**src/rtl/multi_cycle_ctrl_pkg.sv**
```systemverilog
`default_nettype none
// ==========================================================================
// multi_cycle_ctrl_pkg : opcodes, ALU-op codes, FSM states, Moore decode
// Rev 1.0
// ==========================================================================
package multi_cycle_ctrl_pkg;

  localparam logic [5:0] OP_RTYPE = 6'b000000;
  localparam logic [5:0] OP_LW    = 6'b100011;
  localparam logic [5:0] OP_SW    = 6'b101011;
  localparam logic [5:0] OP_BEQ   = 6'b000100;
  localparam logic [5:0] OP_J     = 6'b000010;
  localparam logic [5:0] OP_ADDI  = 6'b001000;

  // Shared with the ALU-control decoder; 2'b01 is reserved and never driven.
  localparam logic [1:0] ALUOP_ADD   = 2'b00;
  localparam logic [1:0] ALUOP_RTYPE = 2'b10;
  localparam logic [1:0] ALUOP_SUB   = 2'b11;

  typedef enum logic [3:0] {
    S_RST    = 4'd0,
    S_FETCH  = 4'd1,
    S_DECODE = 4'd2,
    S_MEMADR = 4'd3,
    S_MEMRD  = 4'd4,
    S_MEMWB  = 4'd5,
    S_MEMWR  = 4'd6,
    S_EXEC   = 4'd7,
    S_RTWB   = 4'd8,
    S_BRANCH = 4'd9,
    S_JUMP   = 4'd10,
    S_ADDIEX = 4'd11,
    S_ADDIWB = 4'd12
  } state_e;

  // Pure state-decoded outputs; the mem_ready-gated terms are added in the top.
  typedef struct packed {
    logic       pcwrite;
    logic       pcwritecond;
    logic       iord;
    logic       memread;
    logic       memwrite;
    logic       memtoreg;
    logic       regdst;
    logic       regwrite;
    logic       alusrca;
    logic [1:0] alusrcb;
    logic [1:0] pcsource;
    logic [1:0] aluop;
    logic       done;
  } ctrl_t;

  function automatic logic op_supported(input logic [5:0] op);
    return (op == OP_RTYPE) || (op == OP_LW) || (op == OP_SW) ||
           (op == OP_BEQ)   || (op == OP_J)  || (op == OP_ADDI);
  endfunction

  function automatic ctrl_t moore_decode(input state_e s);
    ctrl_t c;
    c = '0;
    case (s)
      S_FETCH: begin
        c.memread = 1'b1;
        c.alusrcb = 2'b01;
        c.aluop   = ALUOP_ADD;
      end
      S_DECODE: begin
        c.alusrcb = 2'b11;
        c.aluop   = ALUOP_ADD;
      end
      S_MEMADR, S_ADDIEX: begin
        c.alusrca = 1'b1;
        c.alusrcb = 2'b10;
        c.aluop   = ALUOP_ADD;
      end
      S_MEMRD: begin
        c.memread = 1'b1;
        c.iord    = 1'b1;
      end
      S_MEMWB: begin
        c.memtoreg = 1'b1;
        c.regwrite = 1'b1;
        c.done     = 1'b1;
      end
      S_MEMWR: begin
        c.memwrite = 1'b1;
        c.iord     = 1'b1;
      end
      S_EXEC: begin
        c.alusrca = 1'b1;
        c.alusrcb = 2'b00;
        c.aluop   = ALUOP_RTYPE;
      end
      S_RTWB: begin
        c.regdst   = 1'b1;
        c.regwrite = 1'b1;
        c.done     = 1'b1;
      end
      S_BRANCH: begin
        c.alusrca     = 1'b1;
        c.alusrcb     = 2'b00;
        c.aluop       = ALUOP_SUB;
        c.pcwritecond = 1'b1;
        c.pcsource    = 2'b01;
        c.done        = 1'b1;
      end
      S_JUMP: begin
        c.pcwrite  = 1'b1;
        c.pcsource = 2'b10;
        c.done     = 1'b1;
      end
      S_ADDIWB: begin
        c.regwrite = 1'b1;
        c.done     = 1'b1;
      end
      default: c = '0;
    endcase
    return c;
  endfunction

endpackage
`default_nettype wire

```
**src/rtl/multi_cycle_ctrl_if.sv**
```systemverilog
`default_nettype none
// ==========================================================================
// multi_cycle_ctrl_if : controller <-> datapath control/handshake bundle
// Rev 1.0
// ==========================================================================
interface multi_cycle_ctrl_if #(
  parameter int CNT_W = 32
);
  logic [5:0]       opcode;
  logic             zero;
  logic             mem_ready;
  logic             pcwrite;
  logic             pcwritecond;
  logic             iord;
  logic             memread;
  logic             memwrite;
  logic             irwrite;
  logic             memtoreg;
  logic             regdst;
  logic             regwrite;
  logic             alusrca;
  logic [1:0]       alusrcb;
  logic [1:0]       pcsource;
  logic [1:0]       aluop;
  logic             illegal;
  logic             instr_done;
  logic [CNT_W-1:0] instr_count;

  modport master (
    input  opcode, zero, mem_ready,
    output pcwrite, pcwritecond, iord, memread, memwrite, irwrite, memtoreg,
           regdst, regwrite, alusrca, alusrcb, pcsource, aluop, illegal,
           instr_done, instr_count
  );

  modport slave (
    output opcode, zero, mem_ready,
    input  pcwrite, pcwritecond, iord, memread, memwrite, irwrite, memtoreg,
           regdst, regwrite, alusrca, alusrcb, pcsource, aluop, illegal,
           instr_done, instr_count
  );
endinterface
`default_nettype wire

```
**src/rtl/multi_cycle_ctrl.sv**
```systemverilog
`default_nettype none
// ==========================================================================
// multi_cycle_ctrl : main control FSM of the multi-cycle MIPS datapath
// Rev 1.0
// ==========================================================================
module multi_cycle_ctrl
  import multi_cycle_ctrl_pkg::*;
#(
  parameter int CNT_W = 32
) (
  input  wire logic           clk,
  input  wire logic           rst,
  multi_cycle_ctrl_if.master  ctrl_if
);

  state_e           state_q, state_d;
  ctrl_t            ctl_q;
  logic [CNT_W-1:0] count_q;
  logic             in_fetch;
  logic             done;
  logic             unused_zero;

  // The zero flag is consumed by the PC logic together with pcwritecond.
  assign unused_zero = ctrl_if.zero;

  always_comb begin
    state_d = S_FETCH;
    case (state_q)
      S_RST:    state_d = S_FETCH;
      S_FETCH:  state_d = ctrl_if.mem_ready ? S_DECODE : S_FETCH;
      S_DECODE: begin
        case (ctrl_if.opcode)
          OP_RTYPE:     state_d = S_EXEC;
          OP_LW, OP_SW: state_d = S_MEMADR;
          OP_BEQ:       state_d = S_BRANCH;
          OP_J:         state_d = S_JUMP;
          OP_ADDI:      state_d = S_ADDIEX;
          default:      state_d = S_FETCH;
        endcase
      end
      S_MEMADR: state_d = (ctrl_if.opcode == OP_SW) ? S_MEMWR : S_MEMRD;
      S_MEMRD:  state_d = ctrl_if.mem_ready ? S_MEMWB : S_MEMRD;
      S_MEMWB:  state_d = S_FETCH;
      S_MEMWR:  state_d = ctrl_if.mem_ready ? S_FETCH : S_MEMWR;
      S_EXEC:   state_d = S_RTWB;
      S_RTWB:   state_d = S_FETCH;
      S_BRANCH: state_d = S_FETCH;
      S_JUMP:   state_d = S_FETCH;
      S_ADDIEX: state_d = S_ADDIWB;
      S_ADDIWB: state_d = S_FETCH;
      default:  state_d = S_FETCH;
    endcase
  end

  assign in_fetch = (state_q == S_FETCH);
  assign done     = ctl_q.done | ((state_q == S_MEMWR) & ctrl_if.mem_ready);

  // Outputs are decoded from the next state so they line up with state_q.
  always_ff @(posedge clk or posedge rst) begin
    if (rst) begin
      state_q <= S_RST;
      ctl_q   <= '0;
      count_q <= '0;
    end else begin
      state_q <= state_d;
      ctl_q   <= moore_decode(state_d);
      if (done) begin
        count_q <= count_q + CNT_W'(1);
      end
    end
  end

  assign ctrl_if.pcwrite     = ctl_q.pcwrite | (in_fetch & ctrl_if.mem_ready);
  assign ctrl_if.irwrite     = in_fetch & ctrl_if.mem_ready;
  assign ctrl_if.pcwritecond = ctl_q.pcwritecond;
  assign ctrl_if.iord        = ctl_q.iord;
  assign ctrl_if.memread     = ctl_q.memread;
  assign ctrl_if.memwrite    = ctl_q.memwrite;
  assign ctrl_if.memtoreg    = ctl_q.memtoreg;
  assign ctrl_if.regdst      = ctl_q.regdst;
  assign ctrl_if.regwrite    = ctl_q.regwrite;
  assign ctrl_if.alusrca     = ctl_q.alusrca;
  assign ctrl_if.alusrcb     = ctl_q.alusrcb;
  assign ctrl_if.pcsource    = ctl_q.pcsource;
  assign ctrl_if.aluop       = ctl_q.aluop;
  assign ctrl_if.illegal     = (state_q == S_DECODE) & ~op_supported(ctrl_if.opcode);
  assign ctrl_if.instr_done  = done;
  assign ctrl_if.instr_count = count_q;

endmodule
`default_nettype wire

```
**src/flat_wrapper.sv**
```systemverilog
// flat-port wrapper written by rule: the top's interface ports become plain ports
module multi_cycle_ctrl_flat import multi_cycle_ctrl_pkg::*;
#(
  parameter int CNT_W = 32
)
  (clk, rst, ctrl_if_opcode, ctrl_if_zero, ctrl_if_mem_ready, ctrl_if_pcwrite, ctrl_if_pcwritecond, ctrl_if_iord, ctrl_if_memread, ctrl_if_memwrite, ctrl_if_irwrite, ctrl_if_memtoreg, ctrl_if_regdst, ctrl_if_regwrite, ctrl_if_alusrca, ctrl_if_alusrcb, ctrl_if_pcsource, ctrl_if_aluop, ctrl_if_illegal, ctrl_if_instr_done, ctrl_if_instr_count);
  multi_cycle_ctrl_if #(.CNT_W(CNT_W)) ctrl_if_i ();
  input  wire logic clk;
  input  wire logic rst;
  input wire logic [$bits(ctrl_if_i.opcode)-1:0] ctrl_if_opcode;
  input wire logic [$bits(ctrl_if_i.zero)-1:0] ctrl_if_zero;
  input wire logic [$bits(ctrl_if_i.mem_ready)-1:0] ctrl_if_mem_ready;
  output wire logic [$bits(ctrl_if_i.pcwrite)-1:0] ctrl_if_pcwrite;
  output wire logic [$bits(ctrl_if_i.pcwritecond)-1:0] ctrl_if_pcwritecond;
  output wire logic [$bits(ctrl_if_i.iord)-1:0] ctrl_if_iord;
  output wire logic [$bits(ctrl_if_i.memread)-1:0] ctrl_if_memread;
  output wire logic [$bits(ctrl_if_i.memwrite)-1:0] ctrl_if_memwrite;
  output wire logic [$bits(ctrl_if_i.irwrite)-1:0] ctrl_if_irwrite;
  output wire logic [$bits(ctrl_if_i.memtoreg)-1:0] ctrl_if_memtoreg;
  output wire logic [$bits(ctrl_if_i.regdst)-1:0] ctrl_if_regdst;
  output wire logic [$bits(ctrl_if_i.regwrite)-1:0] ctrl_if_regwrite;
  output wire logic [$bits(ctrl_if_i.alusrca)-1:0] ctrl_if_alusrca;
  output wire logic [$bits(ctrl_if_i.alusrcb)-1:0] ctrl_if_alusrcb;
  output wire logic [$bits(ctrl_if_i.pcsource)-1:0] ctrl_if_pcsource;
  output wire logic [$bits(ctrl_if_i.aluop)-1:0] ctrl_if_aluop;
  output wire logic [$bits(ctrl_if_i.illegal)-1:0] ctrl_if_illegal;
  output wire logic [$bits(ctrl_if_i.instr_done)-1:0] ctrl_if_instr_done;
  output wire logic [$bits(ctrl_if_i.instr_count)-1:0] ctrl_if_instr_count;
  assign ctrl_if_i.opcode = ctrl_if_opcode;
  assign ctrl_if_i.zero = ctrl_if_zero;
  assign ctrl_if_i.mem_ready = ctrl_if_mem_ready;
  assign ctrl_if_pcwrite = ctrl_if_i.pcwrite;
  assign ctrl_if_pcwritecond = ctrl_if_i.pcwritecond;
  assign ctrl_if_iord = ctrl_if_i.iord;
  assign ctrl_if_memread = ctrl_if_i.memread;
  assign ctrl_if_memwrite = ctrl_if_i.memwrite;
  assign ctrl_if_irwrite = ctrl_if_i.irwrite;
  assign ctrl_if_memtoreg = ctrl_if_i.memtoreg;
  assign ctrl_if_regdst = ctrl_if_i.regdst;
  assign ctrl_if_regwrite = ctrl_if_i.regwrite;
  assign ctrl_if_alusrca = ctrl_if_i.alusrca;
  assign ctrl_if_alusrcb = ctrl_if_i.alusrcb;
  assign ctrl_if_pcsource = ctrl_if_i.pcsource;
  assign ctrl_if_aluop = ctrl_if_i.aluop;
  assign ctrl_if_illegal = ctrl_if_i.illegal;
  assign ctrl_if_instr_done = ctrl_if_i.instr_done;
  assign ctrl_if_instr_count = ctrl_if_i.instr_count;
  multi_cycle_ctrl #(.CNT_W(CNT_W)) u_core (.clk(clk), .rst(rst), .ctrl_if(ctrl_if_i));
endmodule
```
**config.mk**
```make
export PLATFORM = sky130hd
export DESIGN_NAME = multi_cycle_ctrl_flat
export DESIGN_NICKNAME = d
export VERILOG_FILES = /design/src/rtl/multi_cycle_ctrl_pkg.sv /design/src/rtl/multi_cycle_ctrl_if.sv /design/src/rtl/multi_cycle_ctrl.sv /design/src/flat_wrapper.sv
export SDC_FILE = /design/constraint.sdc
export NUM_CORES = 1
export LEC_CHECK = 0
export BUFFER_PORTS_ARGS = -buffer_cell sky130_fd_sc_hd__buf_4
export CORE_AREA = 2 2 74 76
export DETAILED_ROUTE_END_ITERATION = 7
export DIE_AREA = 0 0 76 78
export GPL_TIMING_DRIVEN = 0
export PLACE_DENSITY_LB_ADDON = 0.12
export SETUP_SLACK_MARGIN = 0.15
export SYNTH_ARGS = -nofsm -noshare
export SYNTH_HDL_FRONTEND = slang
export SYNTH_SLANG_ARGS = --single-unit
```
**constraint.sdc**
```tcl
create_clock -name clk -period 4.5 [get_ports clk]
set_clock_uncertainty 0.1 [all_clocks]
set_input_delay 1.125 -clock clk [delete_from_list [all_inputs] [get_ports clk]]
set_output_delay 1.125 -clock clk [all_outputs]
set_load 0.005 [all_outputs]
```
Word-level counts from Yosys, hierarchy flattened
Index checks and enable logic that the tools add are counted.
{"block": "classes", "addsub": 1, "n_eq_ne": 24, "muxes": 19, "bitwise_logic": 6, "reduce_logical": 13}
{"cell": "$add A32 B1 Y32 const B", "count": 1}
{"cell": "$eq A4 B3 Y1 const B", "count": 7}
{"cell": "$pmux W4 S7", "count": 1}
{"cell": "$eq A4 B4 Y1 const B", "count": 6}
{"cell": "$pmux W4 S5", "count": 1}
{"cell": "$eq A4 B2 Y1 const B", "count": 4}
{"cell": "$eq A6 B6 Y1 const B", "count": 2}
{"cell": "$mux W1", "count": 11}
{"cell": "$eq A4 B1 Y1 const B", "count": 2}
{"cell": "$pmux W2 S2", "count": 2}
{"cell": "$reduce_or A2 Y1", "count": 4}
{"cell": "$eq A6 B2 Y1 const B", "count": 1}
{"cell": "$eq A6 B3 Y1 const B", "count": 1}
{"cell": "$eq A6 B4 Y1 const B", "count": 1}
{"cell": "$logic_not A6 Y1", "count": 1}
{"cell": "$pmux W2 S3", "count": 1}
{"cell": "$logic_or A1 B1 Y1", "count": 5}
{"cell": "$reduce_or A5 Y1", "count": 1}
{"cell": "$mux W2", "count": 2}
{"cell": "$reduce_or A4 Y1", "count": 1}
{"cell": "$and A1 B1 Y1", "count": 3}
{"cell": "$mux W3", "count": 1}
{"cell": "$reduce_or A3 Y1", "count": 1}
{"cell": "$or A1 B1 Y1", "count": 2}
{"cell": "$not A1 Y1", "count": 1}
{"block": "totals", "register_bits": 52, "input_bits": 10, "out_inout_bits": 50, "word_cells": 78}

Depth between registers and ports, before layout
{"block": "logic_depth", "word_depth": 8, "ltp_mapped": 7, "mapped_depth_nobuf": 6}

Worst setup path before layout
Ideal clock, no wire load.
{"block": "synth_timing", "path_kind": "input-to-output", "from": "input port ctrl_if_opcode[0]", "to": "output port ctrl_if_illegal", "arrival_time_ns": 1.780, "required_ns": 3.275, "path_slack_ns": 1.495, "stages": 3, "path_buffers": 0, "path_cell_list": "nor4_1 > o21ai_0 > and3_1"}
{"block": "synth_via", "elab_chain_cells": 8, "word_cells_on_any_way": 13, "classes_between": "eq/ne (5); bitwise (2); reduce/logical (6)"}
{"element": "from (decl)", "line": "flat_wrapper.sv:10", "source": "input wire logic [$bits(ctrl_if_i.opcode)-1:0] ctrl_if_opcode;"}
{"element": "$eq A6 B6 Y1 or $logic_not A6 Y1 (tied branches)", "line": "multi_cycle_ctrl_pkg.sv:54", "source": "return (op == OP_RTYPE) || (op == OP_LW) || (op == OP_SW) ||"}
{"element": "$logic_or A1 B1 Y1 (3 in a row)", "line": "multi_cycle_ctrl_pkg.sv:54"}
{"element": "$logic_or A1 B1 Y1", "line": "multi_cycle_ctrl_pkg.sv:55", "source": "(op == OP_BEQ) || (op == OP_J) || (op == OP_ADDI);"}
{"element": "$logic_or A1 B1 Y1 *", "line": "multi_cycle_ctrl_pkg.sv:55"}
{"element": "$not A1 Y1 *", "line": "multi_cycle_ctrl.sv:86", "source": "assign ctrl_if.illegal = (state_q == S_DECODE) & ~op_supported(ctrl_if.opcode);"}
{"element": "$and A1 B1 Y1 *", "line": "multi_cycle_ctrl.sv:86"}
{"element": "to (decl)", "line": "flat_wrapper.sv:26", "source": "output wire logic [$bits(ctrl_if_i.illegal)-1:0] ctrl_if_illegal;"}
Mark *: on every way between the ends. The rest lies on a longest branch, timed or not.

Final worst setup path
Ends and elaborated chain as after synthesis.

==> metrics.yaml <==
status: "finished clean"
cts_buffers: 5
reg2reg_from: "u_core.state_q[1]"
netlist_instances: 229
fp.dieArea_um2: 5930
p_per_area_nw_per_um2: 421
synth_area_um2: 2500
period_share_pct: 75.2
place_inst: 358
ir_drop_uv: 267
syn_nets: 240
grt_max_degree: 42
fin_nets: 306
cp-startpoint: "ctrl_if_opcode[0]"
stdcell_count: 365
overflow: 0
worstSetupStartpointType: "input pin"
synth-xor-area-share_pct: 11.9
drt-initial-drc-count: 50
critPathCaptureType: "output port"
synth_top_family_by_area: "simple AND/OR/NAND/NOR gates"
dp_hpwl_um: 3670
grt_pass1_vias: 1868
drt-total-wl_um: 4960
die_y_um: 78
synthAdderAreaFrac_pct: 0.500
clk_latency_ns: 0.30
via_count: 1875
maxSlewHeadroom_pct: 62.1
hold_class: "reg2reg"
crit_type: "in2out"
die_x_um: 76
vias_per_cell: 5.14
r2r_cells: 6
first_pass_iters: 4
ctsRootBufferMaster: "clkbuf_8"
rsz0062_at_grt: "false"
synth-simple-area-share_pct: 23.5
synth_async_sr_flop_share_pct: 100
total_leakage_power_nw: 1.57
antennaDiodeCount: 0
finalMaxSlewViolations: 0
drive_gt1_share_pct: 32.9
hold_depth: 1
critical_path_peak_fanout: 6
start_util_pct: 49.7
finalHoldViolations: 0
final_util_pct: 62.6
cts_resized: 0
synth_compound_area_share_pct: 7.04
finalPower_mw: 1.33
hp-start: "u_core.ctrl_if.instr_count[31]"
ys.flop_type: "dfrtp_1"
muxShareOfSynthArea_pct: 0.849
fillers: 454
setup_violations: 0
antenna_found_initial: 0
htree_levels: 2
ys_warn_count: 0
syn_avg_cell_area_um2: 10.9
cp.arrival_ns: 2.16
dp_slack_ns: 1.15
grt_pass1_wl_um: 8710
cts.path.max_buffers: 2
cp_data_required_time_ns: 3.27
clock-sinks: 50
ios: 60
fin_ws_ns: 1.11
ys_ff_latch: 50
clk_pin_slew_ns: 0.10
ant_nets: 0
synth.distinct_cells: 50
synth_edf_count: 0
drc: 0
rrSetupSlack_ns: 2.62
routabilityCongestion: 0.857
fp.coreArea_um2: 5040
portBuffers: 58
seq_area_frac_synth_pct: 50.0
tritoncts: "done"
post-cts-setup-buffer-count: 0
rows: 26
worst_pin_slew_ns: 0.565
track_usage_pct: 18.2
fin_setup_tns_ns: 0
post-route-min-period_ns: 3.39
fmax_mhz: 295
wl_per_cell_um: 13.6
cts_hold_buf: 0
area_growth_syn_to_layout_pct: 26.0
drv_cap: 0
-- worst max-delay path, cell delays in order --
cell and delay, ns:
buf_4 0.13, nor4_1 0.43, o21ai_0 0.14, and3_1 0.20, buf_4 0.13
-- flip-flops by register name, indices dropped and copies added (netlist names), 2 cells and up --
signal                      count
u_core.ctrl_if.instr_count     32
u_core.state_q                  4
u_core.ctrl_if.alusrcb          2
u_core.ctl_q                    2
-- cell usage after synthesis (5+ instances only) --
| library cell | number | share of area, % |
|---|---|---|
| nand4_1 | 9 | 2.2 |
| buf_4 | 9 | 2.7 |
| nor3_1 | 10 | 2.0 |
| xor2_1 | 12 | 4.2 |
| inv_1 | 13 | 1.9 |
| nand3_1 | 12 | 2.4 |
| nor4_1 | 5 | 1.2 |
| dfrtp_1 | 50 | 50 |
| nand2_1 | 9 | 1.3 |
| and3_1 | 7 | 1.7 |
| nor2_1 | 17 | 2.5 |
| xnor2_1 | 22 | 7.7 |
-- per-stage QoR --
stage | instance area [µm²] | hold slack [ns]
global route | 3160 | 0.398
finish | 3160 | 0.383
global placement | 3030 | 0.361
floorplan | 2500 | 0.365
detailed placement | 3050 | 0.372
CTS | 3160 | 0.385
-- power breakdown --
group          internal, mW  switching (mW)
clock network         0.164           0.145
registers             0.508          0.0440
logic                 0.242           0.226
total                 0.913           0.415
-- path summary, 6_finish.rpt --
| path | to |
|---|---|
| max | ctrl_if_illegal |
| min reg2reg | u_core.ctrl_if.instr_count[31] |
| max in group asynchronous | u_core.ctrl_if.regdst |
| max reg2reg | u_core.ctrl_if.pcsource[1] |
| min in group asynchronous | u_core.ctrl_if.instr_count[9] |
| min | u_core.ctrl_if.instr_count[31] |
-- layer usage --
metal | GRT usage (%) | wire, µm | share of wire [%]
met3 | 4.07 | 176 | 3.5
met1 | 22.8 | 2220 | 45
met5 | 0 | 0 | 0
met2 | 31.8 | 2520 | 51
met4 | 5.45 | 48 | 0.97
-- cell families (layout without fill, tap and decap cells) --
kind of cell,after synthesis,in the layout
muxes,2,2
adders and majority gates,1,1
AOI/OAI and AO/OA,19,19
buffers and inverters,28,94
DFF,50,50
xor gates and xnor gates,34,34
and+or+nand+nor,95,95
-- layout by cell type, fill, tap and decap left out, types with 2 or more instances in the layout --
| cell type | count |
|---|---|
| buf_4 | 67 |
| dfrtp_1 | 50 |
| xnor2_1 | 22 |
| nor2_1 | 17 |
| inv_1 | 12 |
| xor2_1 | 12 |
| nand3_1 | 12 |
| nor3_1 | 10 |
| nand2_1 | 9 |
| nand4_1 | 9 |
| and3_1 | 7 |
| nor4_1 | 5 |
| clkbuf_8 | 5 |
| nor3b_1 | 4 |
| and2_1 | 3 |
| nor2b_1 | 3 |
| o21ai_0 | 3 |
| buf_6 | 2 |
| and4_1 | 2 |
| nand4_4 | 2 |
| inv_2 | 2 |
| a21oi_1 | 2 |
| nor4b_2 | 2 |
| a31o_2 | 2 |
| nand2b_1 | 2 |
-- final cells by class --
type                    instances  area (µm²)  share of cell area (%)
inverters                      15        57.6                    1.82
multi-input cells             151        1100                    34.8
clock inverters                 2        38.8                    1.23
plain buffers                  13        98.8                    3.13
well taps                      70        87.6                    2.78
clock buffers                   5        68.8                    2.18
repair buffers                 59         455                    14.4
flip-flops and latches         50        1250                    39.7
(Power assumes the default switching activity.)
